[src/rtl/riscv_pkg.sv]
// Load funct3 encodings, load-unit FSM states and size decode shared by the
// load alignment datapath.
package riscv_pkg;

  localparam logic [2:0] F3_LB  = 3'b000;
  localparam logic [2:0] F3_LH  = 3'b001;
  localparam logic [2:0] F3_LW  = 3'b010;
  localparam logic [2:0] F3_LD  = 3'b011;
  localparam logic [2:0] F3_LBU = 3'b100;
  localparam logic [2:0] F3_LHU = 3'b101;
  localparam logic [2:0] F3_LWU = 3'b110;

  typedef enum logic [2:0] {
    ST_IDLE,
    ST_REQ0,
    ST_WAIT0,
    ST_REQ1,
    ST_WAIT1,
    ST_RESP
  } load_state_e;

  function automatic logic [3:0] load_size(input logic [2:0] funct3);
    return 4'd1 << funct3[1:0];
  endfunction

  // 111 never decodes; LD and LWU only exist when the datapath is 64 bits wide.
  function automatic logic load_illegal(input logic [2:0] funct3, input int xlen);
    return (funct3 == 3'b111) ||
           ((xlen == 32) && ((funct3 == F3_LD) || (funct3 == F3_LWU)));
  endfunction

endpackage

[src/rtl/load_extend.sv]
// Combinational byte extraction and sign/zero extension from a pair of
// memory words; the generalised byte/half/word/dword load select.
module load_extend #(
  parameter int XLEN = 32
) (
  input  logic [2*XLEN-1:0]          beats,
  input  logic [$clog2(XLEN/8)-1:0]  offset,
  input  logic [3:0]                 size,
  input  logic                       is_signed,
  output logic [XLEN-1:0]            data
);

  localparam int W = XLEN / 8;

  logic [2*XLEN-1:0] shifted;
  logic              fill;

  always_comb begin
    shifted = beats >> {offset, 3'b000};
    fill    = 1'b0;
    // The fill bit is the top bit of the last byte actually loaded.
    for (int b = 0; b < W; b++) begin
      if (int'(size) == b + 1) fill = is_signed & shifted[8*b+7];
    end
    data = '0;
    for (int b = 0; b < W; b++) begin
      data[8*b +: 8] = (b < int'(size)) ? shifted[8*b +: 8] : {8{fill}};
    end
  end

endmodule

[src/rtl/load_align_unit.sv]
// MEM-stage load unit: issues one or two aligned word reads per load request,
// extracts/extends the addressed bytes and returns them with ready/valid.
module load_align_unit
  import riscv_pkg::*;
#(
  parameter int XLEN             = 32,
  parameter bit ALLOW_MISALIGNED = 1'b1
) (
  input  logic            clk,
  input  logic            rst_n,
  input  logic            req_valid,
  output logic            req_ready,
  input  logic [XLEN-1:0] req_addr,
  input  logic [2:0]      req_funct3,
  output logic            mem_req_valid,
  input  logic            mem_req_ready,
  output logic [XLEN-1:0] mem_addr,
  input  logic            mem_rvalid,
  input  logic [XLEN-1:0] mem_rdata,
  output logic            rsp_valid,
  input  logic            rsp_ready,
  output logic [XLEN-1:0] rsp_data,
  output logic            rsp_fault
);

  localparam int W     = XLEN / 8;
  localparam int OFF_W = $clog2(W);

  load_state_e      state_q, state_d;
  logic [XLEN-1:0]  addr_q;
  logic [OFF_W-1:0] off_q;
  logic [3:0]       size_q;
  logic             signed_q;
  logic             split_q;
  logic [XLEN-1:0]  beat0_q;
  logic [XLEN-1:0]  rsp_data_q;
  logic             rsp_fault_q;

  logic [OFF_W-1:0]  req_off;
  logic [3:0]        req_size;
  logic              req_split;
  logic              req_fault;
  logic [2*XLEN-1:0] ext_beats;
  logic [XLEN-1:0]   ext_data;

  always_comb begin
    req_off   = req_addr[OFF_W-1:0];
    req_size  = load_size(req_funct3);
    req_split = (int'(req_off) + int'(req_size)) > W;
    req_fault = load_illegal(req_funct3, XLEN) || (!ALLOW_MISALIGNED && req_split);
  end

  // The second beat arrives live on mem_rdata, so extension runs on the
  // incoming word and the result is registered straight into rsp_data.
  always_comb begin
    if (state_q == ST_WAIT1) ext_beats = {mem_rdata, beat0_q};
    else                     ext_beats = {{XLEN{1'b0}}, mem_rdata};
  end

  load_extend #(.XLEN(XLEN)) u_extend (
    .beats     (ext_beats),
    .offset    (off_q),
    .size      (size_q),
    .is_signed (signed_q),
    .data      (ext_data)
  );

  always_comb begin
    state_d       = state_q;
    req_ready     = 1'b0;
    mem_req_valid = 1'b0;
    mem_addr      = '0;
    rsp_valid     = 1'b0;
    unique case (state_q)
      ST_IDLE: begin
        req_ready = 1'b1;
        if (req_valid) state_d = req_fault ? ST_RESP : ST_REQ0;
      end
      ST_REQ0: begin
        mem_req_valid = 1'b1;
        mem_addr      = addr_q;
        if (mem_req_ready) state_d = ST_WAIT0;
      end
      ST_WAIT0: begin
        if (mem_rvalid) state_d = split_q ? ST_REQ1 : ST_RESP;
      end
      ST_REQ1: begin
        mem_req_valid = 1'b1;
        mem_addr      = addr_q + XLEN'(W);
        if (mem_req_ready) state_d = ST_WAIT1;
      end
      ST_WAIT1: begin
        if (mem_rvalid) state_d = ST_RESP;
      end
      ST_RESP: begin
        rsp_valid = 1'b1;
        if (rsp_ready) state_d = ST_IDLE;
      end
      default: state_d = ST_IDLE;
    endcase
  end

  always_ff @(posedge clk or negedge rst_n) begin
    if (!rst_n) begin
      state_q     <= ST_IDLE;
      addr_q      <= '0;
      off_q       <= '0;
      size_q      <= '0;
      signed_q    <= 1'b0;
      split_q     <= 1'b0;
      beat0_q     <= '0;
      rsp_data_q  <= '0;
      rsp_fault_q <= 1'b0;
    end else begin
      state_q <= state_d;
      if (state_q == ST_IDLE && req_valid) begin
        addr_q      <= {req_addr[XLEN-1:OFF_W], {OFF_W{1'b0}}};
        off_q       <= req_off;
        size_q      <= req_size;
        signed_q    <= ~req_funct3[2];
        split_q     <= req_split;
        rsp_fault_q <= req_fault;
        rsp_data_q  <= '0;
      end
      if (state_q == ST_WAIT0 && mem_rvalid) begin
        beat0_q <= mem_rdata;
        if (!split_q) rsp_data_q <= ext_data;
      end
      if (state_q == ST_WAIT1 && mem_rvalid) begin
        rsp_data_q <= ext_data;
      end
    end
  end

  assign rsp_data  = rsp_data_q;
  assign rsp_fault = rsp_fault_q;

endmodule

[config.mk]
export PLATFORM = sky130hd
export DESIGN_NAME = load_align_unit
export DESIGN_NICKNAME = d
export VERILOG_FILES = /design/src/rtl/riscv_pkg.sv /design/src/rtl/load_extend.sv /design/src/rtl/load_align_unit.sv
export SDC_FILE = /design/constraint.sdc
export NUM_CORES = 1
export LEC_CHECK = 0
export ABC_AREA = 1
export CORE_ASPECT_RATIO = 0.75
export CORE_MARGIN = 5
export CORE_UTILIZATION = 42
export CTS_BUF_LIST = sky130_fd_sc_hd__clkbuf_4
export DETAILED_ROUTE_END_ITERATION = 6
export GPL_TIMING_DRIVEN = 0
export PLACE_DENSITY = 0.72
export SETUP_SLACK_MARGIN = 0.1
export SKIP_LAST_GASP = 1
export SLEW_MARGIN = 20
export SYNTH_ARGS = -nofsm -noshare
export SYNTH_HDL_FRONTEND = slang
export SYNTH_HIERARCHICAL = 1
export SYNTH_SLANG_ARGS = --single-unit
[constraint.sdc]
create_clock -name clk -period 4.19 [get_ports clk]
set_clock_uncertainty 0.2 [all_clocks]
set_input_delay 0.838 -clock clk [delete_from_list [all_inputs] [get_ports clk]]
set_output_delay 0.838 -clock clk [all_outputs]
set_load 0.02 [all_outputs]
== After elaboration in Yosys (flattened, before gate mapping) ==
Cells that the tools add are included.
Storage, ports and cells
  logic and storage cells: 75
  flip-flop bits (word level): 106
  input port bits: 73
  output and inout port bits: 68
Cells by class
  reductions and logical operators: 8
  equal/unequal tests: 18
  bitwise operators: 5
  order comparisons: 5
  add/sub/neg operators: 2
  shifts and indexed selects: 2
  muxes and demuxes: 26
Operator list (number)
  32-bit two-way mux: 4
  64-bit two-way mux: 1
  32-bit case mux with 2 select lines: 1
  64-bit by 5-bit >> shifter with 32-bit output: 1
  32-bit by 3-bit adder with 32-bit output, second input constant: 1
  8-bit two-way mux: 4
  3-bit two-way mux: 8
  3-bit case mux with 6 select lines: 1
  3-bit == test, second input constant: 4
  2-bit inequality test, second input constant: 6
  3-bit by 2-bit == test with 1-bit output, second input constant: 3
  4-bit by 3-bit == test with 1-bit output, second input constant: 2
  1-bit by 4-bit less-than comparator with 1-bit output, first input constant: 2
  2-bit by 4-bit less-than comparator with 1-bit output, first input constant: 2
  1-bit two-way mux: 7
  6-bit AND reduction: 1
  2-bit by 4-bit adder with 5-bit output: 1
  5-bit by 3-bit greater-than comparator with 1-bit output, second input constant: 1
  1-bit AND: 4
  4-bit by 2-bit == test with 1-bit output, second input constant: 1
  4-bit == test, second input constant: 1
  1-bit by 2-bit left shift with 4-bit output, first input constant: 1
  3-bit by 1-bit == test with 1-bit output, second input constant: 1
  1-bit logical AND: 3
  4 further kinds: 5

== Logic depth before layout (Yosys ltp) ==
Gate-level depths: netlist of the first run.
  depth after elaboration: 12
  gate-level depth with buffers: 15
  gate-level depth less buffers: 13

== By module ==
The synthesis of the first run kept the hierarchy.
Modules (own cells, without submodules)
  load_align_unit: sequential area each 2652.5 um^2, area each 5885.6 um^2, cells each 857, times used 1
  load_extend: sequential area each 0.0 um^2, area each 1191.1 um^2, cells each 242, times used 1

== Worst setup path after synthesis of the first run ==
No wires, ideal clock.
  path kind: register to output
  from: register addr_q[2]
  to: output port mem_addr[24]
  buffers on the path: 0
  arrival time: 1595 ps
  cell stages (with the launch flop): 8
  path slack: 1557 ps
  cell sequence: dfrtp_1 ha_1 nand2_1 nor2_1 nand3_1 nor2_1 a21oi_1 nor2_1
On the way
  longest elaborated chain between the ends: 2
Ends and longest elaborated chain
  start: declaration: line load_align_unit.sv:30  | logic [XLEN-1:0] addr_q;
  start signal: assignment: line load_align_unit.sv:117  | addr_q <= {req_addr[XLEN-1:OFF_W], {OFF_W{1'b0}}};
  32-bit by 3-bit adder with 32-bit output: line load_align_unit.sv:89  | mem_addr = addr_q + XLEN'(W);
  32-bit case mux with 2 select lines: line load_align_unit.sv:74  | unique case (state_q)
  end: declaration: line load_align_unit.sv:17  | output logic [XLEN-1:0] mem_addr,
No other way between the ends.

== Final worst setup path of the first run ==
  from: register state_q[2]
  to: output port mem_addr[23]
On the way
  longest elaborated chain between the ends: 2
  elaborated cells between the ends (all ways): 3
Ends and longest elaborated chain
  start: declaration: line load_align_unit.sv:29  | load_state_e state_q, state_d;
  start signal: assignment: line load_align_unit.sv:115  | state_q <= state_d;
  3-bit by 2-bit == test with 1-bit output / 3-bit by 1-bit == test with 1-bit output (equally long branches): line load_align_unit.sv:74
  32-bit case mux with 2 select lines (*): line load_align_unit.sv:74
Mark *: on every way between the ends. The rest lies on a longest branch, timed or not.

==> results.cfg, run 1 <==
[timing]
slew_violations = 0
rsz0062_at_grt = false
min_period_over_period_pct = 92.8
setup_slack_ns = 0.301
timing.hold.ws_ns = 0.0145
setup_tns_ns = 0
hold_violations = 0
min_period_ns = 3.89
slew_headroom_pct = 52.4
finalSetupViolations = 0
worst_pin_slew_ns = 0.706
max_freq_ghz = 0.257

[floorplan]
die_w_um = 160
io-pin-count = 141
die_y_um = 122
rows = 41
fp.coreArea_sq_mm = 0.0167
dieArea_sq_mm = 0.0195
initial_core_util_pct = 42.3

[worst_setup_path]
end_kind = output port
crit_type = reg -> out
cp_max_fo = 10
critPathLaunchType = flip-flop
critPathRequiredTime_ns = 3.15
worst_ep_arrival_time_ns = 2.85

[run_status]
status = completed

[global_routing]
grt.overflow.total = 0
antenna_found_initial = 1
grt_pass1_vias = 7108
grt_pass1_wl_um = 38600
grt_max_degree = 69
grt_usage_pct = 24.9

[drt]
wl_per_cell_um = 16.8
drc = 0
wl_um = 24500
drt_iter0_drc = 707
antenna_left = 0
num_vias = 7731
viasPerCell = 5.30
drt_pass1_iterations = 5

[logic_synthesis]
synth_warnings = 6
syn_inst = 1091
syn_area_sq_mm = 0.00705
postSynthAreaPerCell_sq_um = 6.46

[cts]
path_clk_slew_ns = 0.16
ctsResizeCount = 0
ctsHtreeMaxLevel = 3
cts_tree = built
postCtsHoldBufs = 0
cts_buffers = 9
insertion_delay_ns = 0.50
cts.root.buffer_cell = clkbuf_4
numClockSinks = 106
clockBufferDepth = 2
post-cts-setup-buffers = 0

[cells_and_area]
regArea_sq_mm = 0.00265
drive_above_1_share_pct = 6.51
area_growth_pct = 25.6
fillCellCount = 1714
layout_commonest_cell = nand2_1
nets = 1318
multi_input_area_sq_mm = 0.00372
instances_no_fill = 1460
mostFrequentLayoutCells = nand2_1 (407), clkdlybuf4s50_1 (136), nand3_1 (131), o21ai_0 (108), dfrtp_1 (105)

[placement]
hpwlAfterDp_um = 19700
dp_cells = 1445
place_congestion = 1.01
port_buffers = 137
place_ws_ns = 0.811

[flow_run]
max_cap_viol_count = 0

[power_and_ir_drop]
vdd_drop_max_mv = 0.289
leakage_uw = 0.00427
power_density_mw_per_mm2 = 691

[min_path]
hp-class = in -> async
==> report_power, final <==
group	switching, uW	internal [uW]	total, uW
clock network	346	176	522
registers	444	1490	1930
logic	2310	1350	3660
==> worst paths after layout <==
| check | start | end | slack [ns] | cells past startpoint |
|---|---|---|---|---|
| hold / removal | rst_n | beat0_q[25]$_DFFE_PN0P_ | 0.01 | 1 |
| setup / recovery | state_q[2]$_DFFE_PN0P_ | mem_addr[23] | 0.30 | 7 |
| setup reg to reg | state_q[1]$_DFFE_PN0P_ | rsp_data[15]$_DFF_PN0_ | 1.13 | 13 |
| max in group asynchronous | rst_n | addr_q[2]$_DFFE_PN0P_ | 3.08 | 2 |
| min in group clk | beat0_q[12]$_DFFE_PN0P_ | beat0_q[12]$_DFFE_PN0P_ | 0.31 | 2 |
| hold reg to reg | beat0_q[12]$_DFFE_PN0P_ | beat0_q[12]$_DFFE_PN0P_ | 0.31 | 2 |
==> stage by stage <==
stage | power [uW] | utilization [%] | instance area [sq um]
2_1_floorplan | 4070 | - | 7050
3_3_place_gp | 5480 | 52.1 | 8690
3_5_place_dp | 5530 | 52.3 | 8720
4_1_cts | 6060 | 53.0 | 8840
5_1_grt | 6570 | 53.1 | 8850
6_report | 6110 | 53.1 | 8850
==> registers in the layout, summed over array words and instances (netlist names), 2 cells and up <==
signal,count
off_q,2
rsp_data,32
state_q,3
addr_q,30
size_q,4
beat0_q,32
==> critical path, cell delays in order (launching register included) <==
cell,delay [ns]
dfrtp_1,0.47
nor2_1,0.20
nand2_1,0.24
inv_1,0.34
buf_2,0.33
nand2_1,0.08
nand2_1,0.08
clkdlybuf4s50_1,0.62
==> metal layers <==
metal  GRT usage, %  wire (um)
met1           39.6      12500
met2           33.5       9430
met3           6.32       2260
met4           5.04        298
met5              0          0
==> layout make-up <==
class                   instances  area share (%)
plain buffers                  61            3.76
clock inverters                 5           0.636
repair buffers                138            15.8
well taps                     215            3.04
inverters                      92            3.90
diodes                          1          0.0283
multi-input cells             833            42.1
clock buffers                   9           0.763
flip-flops and latches        106            30.0
(Power assumes the default switching activity.)
==> run 2, diff against run 1 <==
- ABC_CLOCK_PERIOD_IN_PS: default -> 4190
==> results of run 2 <==
Final layout, timing and power as in run 1 (identical DEF).
==> run 3, diff against run 2 <==
- SLEW_MARGIN: 20 -> 25
==> results of run 3 <==
Final layout, timing and power as in run 1 (identical DEF).
